`src/rtl/jingle_player.sv`:
```
// jingle_player: streams a ROM jingle into the DAC FIFO.
// The design uses credit-based prefetch, a skid FIFO, loop/one-shot modes,
// start/stop control, attenuation and a done pulse.
// Defining JINGLE_PLAYER_POS_EN adds the pos_o and loop_cnt_o outputs.
module jingle_player #(
  parameter int JINGLE_CNT   = 8,
  parameter int SAMPLE_WIDTH = 16,
  parameter int SAMPLES_CNT  = 512,
  parameter int ROM_LATENCY  = 2,
  parameter int ATT_WIDTH    = 4,
  localparam int JW = $clog2(JINGLE_CNT),
  localparam int IW = $clog2(SAMPLES_CNT),
  localparam int AW = $clog2(JINGLE_CNT*SAMPLES_CNT)
)(
  input  logic                    clk_i,
  input  logic                    rst_i,
  input  logic                    start_i,
  input  logic                    stop_i,
  input  logic [JW-1:0]           jingle_num_i,
  input  logic                    loop_i,
  input  logic [ATT_WIDTH-1:0]    att_i,
  output logic [AW-1:0]           rom_addr_o,
  output logic                    rom_rd_o,
  input  logic [SAMPLE_WIDTH:0]   rom_data_i,
  output logic [SAMPLE_WIDTH-1:0] samp_data_o,
  output logic                    samp_valid_o,
  input  logic                    samp_ready_i,
  output logic                    busy_o,
  output logic                    done_o
`ifdef JINGLE_PLAYER_POS_EN
  ,
  output logic [IW-1:0]           pos_o,
  output logic [15:0]             loop_cnt_o
`endif
);
  localparam int D  = ROM_LATENCY + 1;
  localparam int PW = (D > 1) ? $clog2(D) : 1;
  localparam int CW = $clog2(2*ROM_LATENCY + 3);

  typedef enum logic [1:0] {IDLE, PLAY, FLUSH} state_t;

  state_t                  r_state, w_state_nx;
  logic [JW-1:0]           r_jingle;
  logic                    r_loop;
  logic [ATT_WIDTH-1:0]    r_att;
  logic [IW-1:0]           r_index;
  logic                    r_end;
  logic [ROM_LATENCY-1:0]  r_pipe, r_plast;
  logic [SAMPLE_WIDTH-1:0] r_mem [D];
  logic [PW-1:0]           r_wr, r_rd;
  logic [CW-1:0]           r_cnt, w_infl;
  logic                    w_ret, w_push, w_wrap, w_pop, w_ctl, w_credit;
  logic [IW-1:0]           w_idx;

  function automatic logic [PW-1:0] nxt(input logic [PW-1:0] p);
    return (p == PW'(D-1)) ? '0 : p + PW'(1);
  endfunction

  // Count reads still in flight, including the one returning this cycle.
  always_comb begin
    w_infl = '0;
    for (int k = 0; k < ROM_LATENCY; k++) w_infl = w_infl + CW'(r_pipe[k]);
  end

  // r_pipe tags the live reads; its top bit marks the word on rom_data_i now.
  // r_plast marks a read of the final index, which ends the pass without a marker.
  assign w_ret    = r_pipe[ROM_LATENCY-1];
  assign w_push   = w_ret && !rom_data_i[SAMPLE_WIDTH];
  assign w_wrap   = w_ret && (rom_data_i[SAMPLE_WIDTH] || r_plast[ROM_LATENCY-1]);
  assign w_pop    = samp_valid_o && samp_ready_i;
  assign w_ctl    = start_i || stop_i;
  // A slot freed by this cycle's transfer can be reused at once.
  // This keeps one sample per cycle under steady ready.
  assign w_credit = (r_cnt + w_infl) < (CW'(D) + CW'(w_pop));
  // On a wrap, word 0 is fetched in the same cycle to keep the loop bubble short.
  assign w_idx    = w_wrap ? '0 : r_index;

  assign rom_addr_o   = {r_jingle, w_idx};
  assign samp_valid_o = r_cnt != '0;
  assign samp_data_o  = $signed(r_mem[r_rd]) >>> r_att;
  assign busy_o       = r_state != IDLE;

  // Next state, read issue and done pulse; stop beats start, and both beat everything else.
  always_comb begin
    w_state_nx = r_state;
    rom_rd_o   = 1'b0;
    done_o     = 1'b0;
    if (stop_i) w_state_nx = IDLE;
    else if (start_i) w_state_nx = PLAY;
    else if (r_state == PLAY) begin
      rom_rd_o = (w_wrap ? r_loop : !r_end) && w_credit;
      if (w_wrap && !r_loop) w_state_nx = FLUSH;
    end else if (r_state == FLUSH && r_cnt == '0) begin
      done_o     = 1'b1;
      w_state_nx = IDLE;
    end
  end

  // State, latched parameters, read index and in-flight read tags.
  always_ff @(posedge clk_i or posedge rst_i)
    if (rst_i) begin
      r_state  <= IDLE;
      r_jingle <= '0;
      r_loop   <= 1'b0;
      r_att    <= '0;
      r_index  <= '0;
      r_end    <= 1'b0;
      r_pipe   <= '0;
      r_plast  <= '0;
    end else begin
      r_state <= w_state_nx;
      if (w_ctl) begin
        r_index <= '0;
        r_end   <= 1'b0;
        r_pipe  <= '0;
        r_plast <= '0;
        if (!stop_i) begin
          r_jingle <= jingle_num_i;
          r_loop   <= loop_i;
          r_att    <= att_i;
        end
      end else begin
        r_pipe  <= w_wrap ? ROM_LATENCY'(rom_rd_o) : ROM_LATENCY'({r_pipe, rom_rd_o});
        r_plast <= w_wrap ? '0 : ROM_LATENCY'({r_plast, rom_rd_o && &r_index});
        if (rom_rd_o) begin
          r_index <= w_idx + IW'(1);
          r_end   <= !w_wrap && &r_index;
        end else if (w_wrap) begin
          r_index <= '0;
          r_end   <= 1'b0;
        end
      end
    end

  // Skid FIFO; start or stop empties it, and marker words are never written into it.
  always_ff @(posedge clk_i or posedge rst_i)
    if (rst_i) begin
      r_wr  <= '0;
      r_rd  <= '0;
      r_cnt <= '0;
      for (int k = 0; k < D; k++) r_mem[k] <= '0;
    end else if (w_ctl) begin
      r_wr  <= '0;
      r_rd  <= '0;
      r_cnt <= '0;
    end else begin
      if (w_push) begin
        r_mem[r_wr] <= rom_data_i[SAMPLE_WIDTH-1:0];
        r_wr        <= nxt(r_wr);
      end
      if (w_pop) r_rd <= nxt(r_rd);
      r_cnt <= r_cnt + CW'(w_push) - CW'(w_pop);
    end

`ifdef JINGLE_PLAYER_POS_EN
  logic [IW-1:0] r_pidx [ROM_LATENCY];
  logic [IW-1:0] r_fidx [D];
  logic [IW-1:0] r_pos;
  logic [15:0]   r_loop_cnt;

  assign pos_o      = r_pos;
  assign loop_cnt_o = r_loop_cnt;

  // Carry each word's index through the ROM pipe and FIFO, and count loop passes.
  always_ff @(posedge clk_i or posedge rst_i)
    if (rst_i) begin
      for (int k = 0; k < ROM_LATENCY; k++) r_pidx[k] <= '0;
      for (int k = 0; k < D; k++) r_fidx[k] <= '0;
      r_pos      <= '0;
      r_loop_cnt <= '0;
    end else begin
      r_pidx[0] <= w_idx;
      for (int k = 1; k < ROM_LATENCY; k++) r_pidx[k] <= r_pidx[k-1];
      if (w_push) r_fidx[r_wr] <= r_pidx[ROM_LATENCY-1];
      if (start_i && !stop_i) begin
        r_pos      <= '0;
        r_loop_cnt <= '0;
      end else if (!stop_i) begin
        if (w_pop) r_pos <= r_fidx[r_rd];
        if (r_state == PLAY && w_wrap && r_loop && r_loop_cnt != 16'hFFFF)
          r_loop_cnt <= r_loop_cnt + 16'd1;
      end
    end
`endif
endmodule
```
`config.mk`:
```
export PLATFORM = sky130hd
export DESIGN_NAME = jingle_player
export DESIGN_NICKNAME = d
export VERILOG_FILES = /design/src/rtl/jingle_player.sv
export SDC_FILE = /design/constraint.sdc
export NUM_CORES = 1
export LEC_CHECK = 0
export CAP_MARGIN = 10
export CORE_UTILIZATION = 50
export CTS_BUF_LIST = sky130_fd_sc_hd__clkbuf_16
export DETAILED_ROUTE_END_ITERATION = 7
export PLACE_DENSITY = 0.77
export SLEW_MARGIN = 20
export SYNTH_ARGS = -nofsm -noshare
export SYNTH_HDL_FRONTEND = slang
export SYNTH_SLANG_ARGS = --single-unit
```
`constraint.sdc`:
```
create_clock -name clk_i -period 2.7 [get_ports clk_i]
set_clock_uncertainty 0.05 [all_clocks]
set_input_delay 0.405 -clock clk_i [delete_from_list [all_inputs] [get_ports clk_i]]
set_output_delay 0.405 -clock clk_i [all_outputs]
set_load 0.01 [all_outputs]
```
==> results.ini <==
[sta]
maxSlewHeadroom_pct=60.99
max_freq_mhz=332.3
slew_violations=0
fin_hold_ws_ps=399.3
worst_slew_pin_slew_ps=584.2
min_period_ps=3009
finalSetupViolCount=17
setup_slack_ps=-309.1
min_period_over_period_pct=111.4
rsz0062_at_grt=true
hold_violations=0

[grt]
antenna_found_initial=0
grt_pass1_wl_um=19370
overflow=0
grt_usage_pct=26.18
grt_max_degree=55
grt_pass1_vias=3919

[place]
hpwlAfterDp_um=7673
dpl_worst_slack_ps=-261.3
placed_cell_area_mm2=0.005614
place.gp.congestion=0.9004
portBuffers=61

[final_layout]
final_util_pct=72.68
area_delta_synth_final_pct=39.91
nNetsFinal=560
drive_above_1_share_pct=43.26
fin_area_mm2=0.006400
insertedDiodeCount=0

[clock_network]
cts_made_buffers=9
insertion_delay_ps=330
cts_sinks=79
cts_root_buf=clkbuf_16
clk_pin_slew_ps=60
htreeDepth=3
cts_tree=done
cts.hold.buffers_added=0
cts_buffer_depth=2

[logic_synthesis]
synth_common_cells=dfrtp_1 (79), mux2_2 (57), nand2_1 (33)
syn_avg_cell_area_um2=11.10
yosysWarnings=0
seq_area_frac_synth_pct=43.22
syn_inst=412
yosysTopAreaCell=dfrtp_1
yosysTopAreaCellShare_pct=43.22
synth_ff_type=dfrtp_1
synth-edff-count=0
synth-seq-cells=79
ys_async_sr_fraction_pct=100.0
synth.most_common_cell=dfrtp_1
synthesis.nets=450
synth_area_mm2=0.004574
synth_cell_types=57
yosys-top-cells-area=dfrtp_1 (43%), mux2_2 (14%), mux4_2 (6.4%)

[setup_path]
ff2ff_path_depth=10
r2r-end=r_index[7]
reg2reg_slack_ps=-100
start_kind=flip-flop
cp.required_ps=2250
path_class=reg2out
cp.arrival_ps=2550
endpoint_kind=output pin
crit_fanout=7
r2r_start=r_pipe[0]

[detailed_routing]
via_per_inst=5.880
drc_errors=10
wl_per_cell_um=18.97
wl_um=12050
antenna_left=0
drtPass1Iterations=6
dr_total_vias=3734
drtIter0Drc=151

[die]
die_h_um=97.65
core_mm2=0.008806
ios=62
initial_core_util_pct=51.95
num_rows=34
die_area_mm2=0.009536
dieWidth_um=97.65

[min_path]
hp-class=in2async

[status]
status=finished, violations left
failed_checks=design-rule violations, negative setup slack

[pwr]
cellLeakagePower_nw=2.883
power_density_mw_per_mm2=480.1
peakVddDrop_mv=0.3709

[run]
cap_violations=0

-- metal layers --
layer  part of all wire (%)  track usage [%]  up-vias
li1                       -                -     1708
met1                     40            30.46     1851
met2                     52            45.88      139
met3                    4.6            4.964       36
met4                    3.5            13.64        0
met5                      0                0        -
-- state kept, by name, indices dropped and copies added, names as in the netlist --
| register | flops |
|---|---|
| r_att | 4 |
| r_cnt | 3 |
| r_end | 1 |
| r_index | 9 |
| r_jingle | 3 |
| r_loop | 1 |
| r_mem | 48 |
| r_pipe | 2 |
| r_plast | 2 |
| r_rd | 2 |
| r_state | 2 |
| r_wr | 2 |
-- critical path: stages, from the launching register on --
cell	delay, ps
dfrtp_2	480
buf_12	170
mux2i_4	200
buf_6	120
mux4_2	480
mux2i_2	230
buf_4	160
nor2_2	30
o31ai_1	180
buf_2	160
-- cell type report --
class,instances,area (um^2)
fillers,578,2406
inverters,14,55.05
repair buffers,125,1139
well taps,108,135.1
flip-flops and latches,79,1978
clock buffers,9,225.2
multi-input cells,293,2779
clock inverters,7,88.84
-- how the worst max path moves through the flow --
| stage | from | to | slack (ps) | depth (start not counted) |
|---|---|---|---|---|
| 3_3_place_gp | r_rd[1] | samp_data_o[1] | -200 | 7 |
| 6_report | r_rd[1] | samp_data_o[6] | -310 | 9 |
| 5_1_grt | r_rd[1] | samp_data_o[6] | -420 | 9 |
| 2_1_floorplan | r_pipe[0] | r_index[7] | 20 | 9 |
| 4_1_cts | r_rd[1] | samp_data_o[6] | -240 | 9 |
| 3_5_place_dp | r_rd[1] | samp_data_o[4] | -260 | 6 |
-- where the power goes --
group	total [mW]	switching [mW]	internal [mW]
Combinational	0.549	0.279	0.270
Sequential	1.25	0.0328	1.22
Clock	1.27	0.471	0.802
Total	3.07	0.783	2.29
-- through the flow --
stage	std cells	power [mW]	setup TNS, ps
after floorplan	412	1.527	0
after detailed placement	603	1.749	-2280
after global placement	603	1.740	-1521
after global routing	635	3.180	-4824
final	635	3.073	-3250
after CTS	630	3.051	-2124
-- placed cells by master, fill, tap and decap left out, drive strengths merged, types with 8 or more instances in the layout --
master         instances
clkdlybuf4s50         44
inv                   15
mux2i                 28
nand3                  8
mux4                  13
a21oi                 13
clkbuf                10
dfrtp                 79
nand2                 34
nand2b                11
nor2                  29
mux2                  57
o2bb2ai                8
o21ai                 13
buf                   78
-- repair_timing --
| item | CTS | global route |
|---|---|---|
| setup buffers | 11 | 6 |
| resized for setup | 110 | 39 |
| gates cloned | 2 | 0 |
| pin swaps | 24 | 18 |
| setup endpoints to repair | 18 | 20 |
-- kinds of logic (layout without fill, tap and decap cells) --
logic type	after synthesis	after routing	synth area share [%]
muxes	98	98	26.56
DFF	79	79	43.22
xor gates and xnor gates	4	4	0.7660
and+or+nand+nor	119	119	13.48
adders and majority gates	8	8	2.516
AOI/OAI and AO/OA	64	64	9.792
buffers and inverters	40	155	3.665
(Power assumes the default switching activity.)
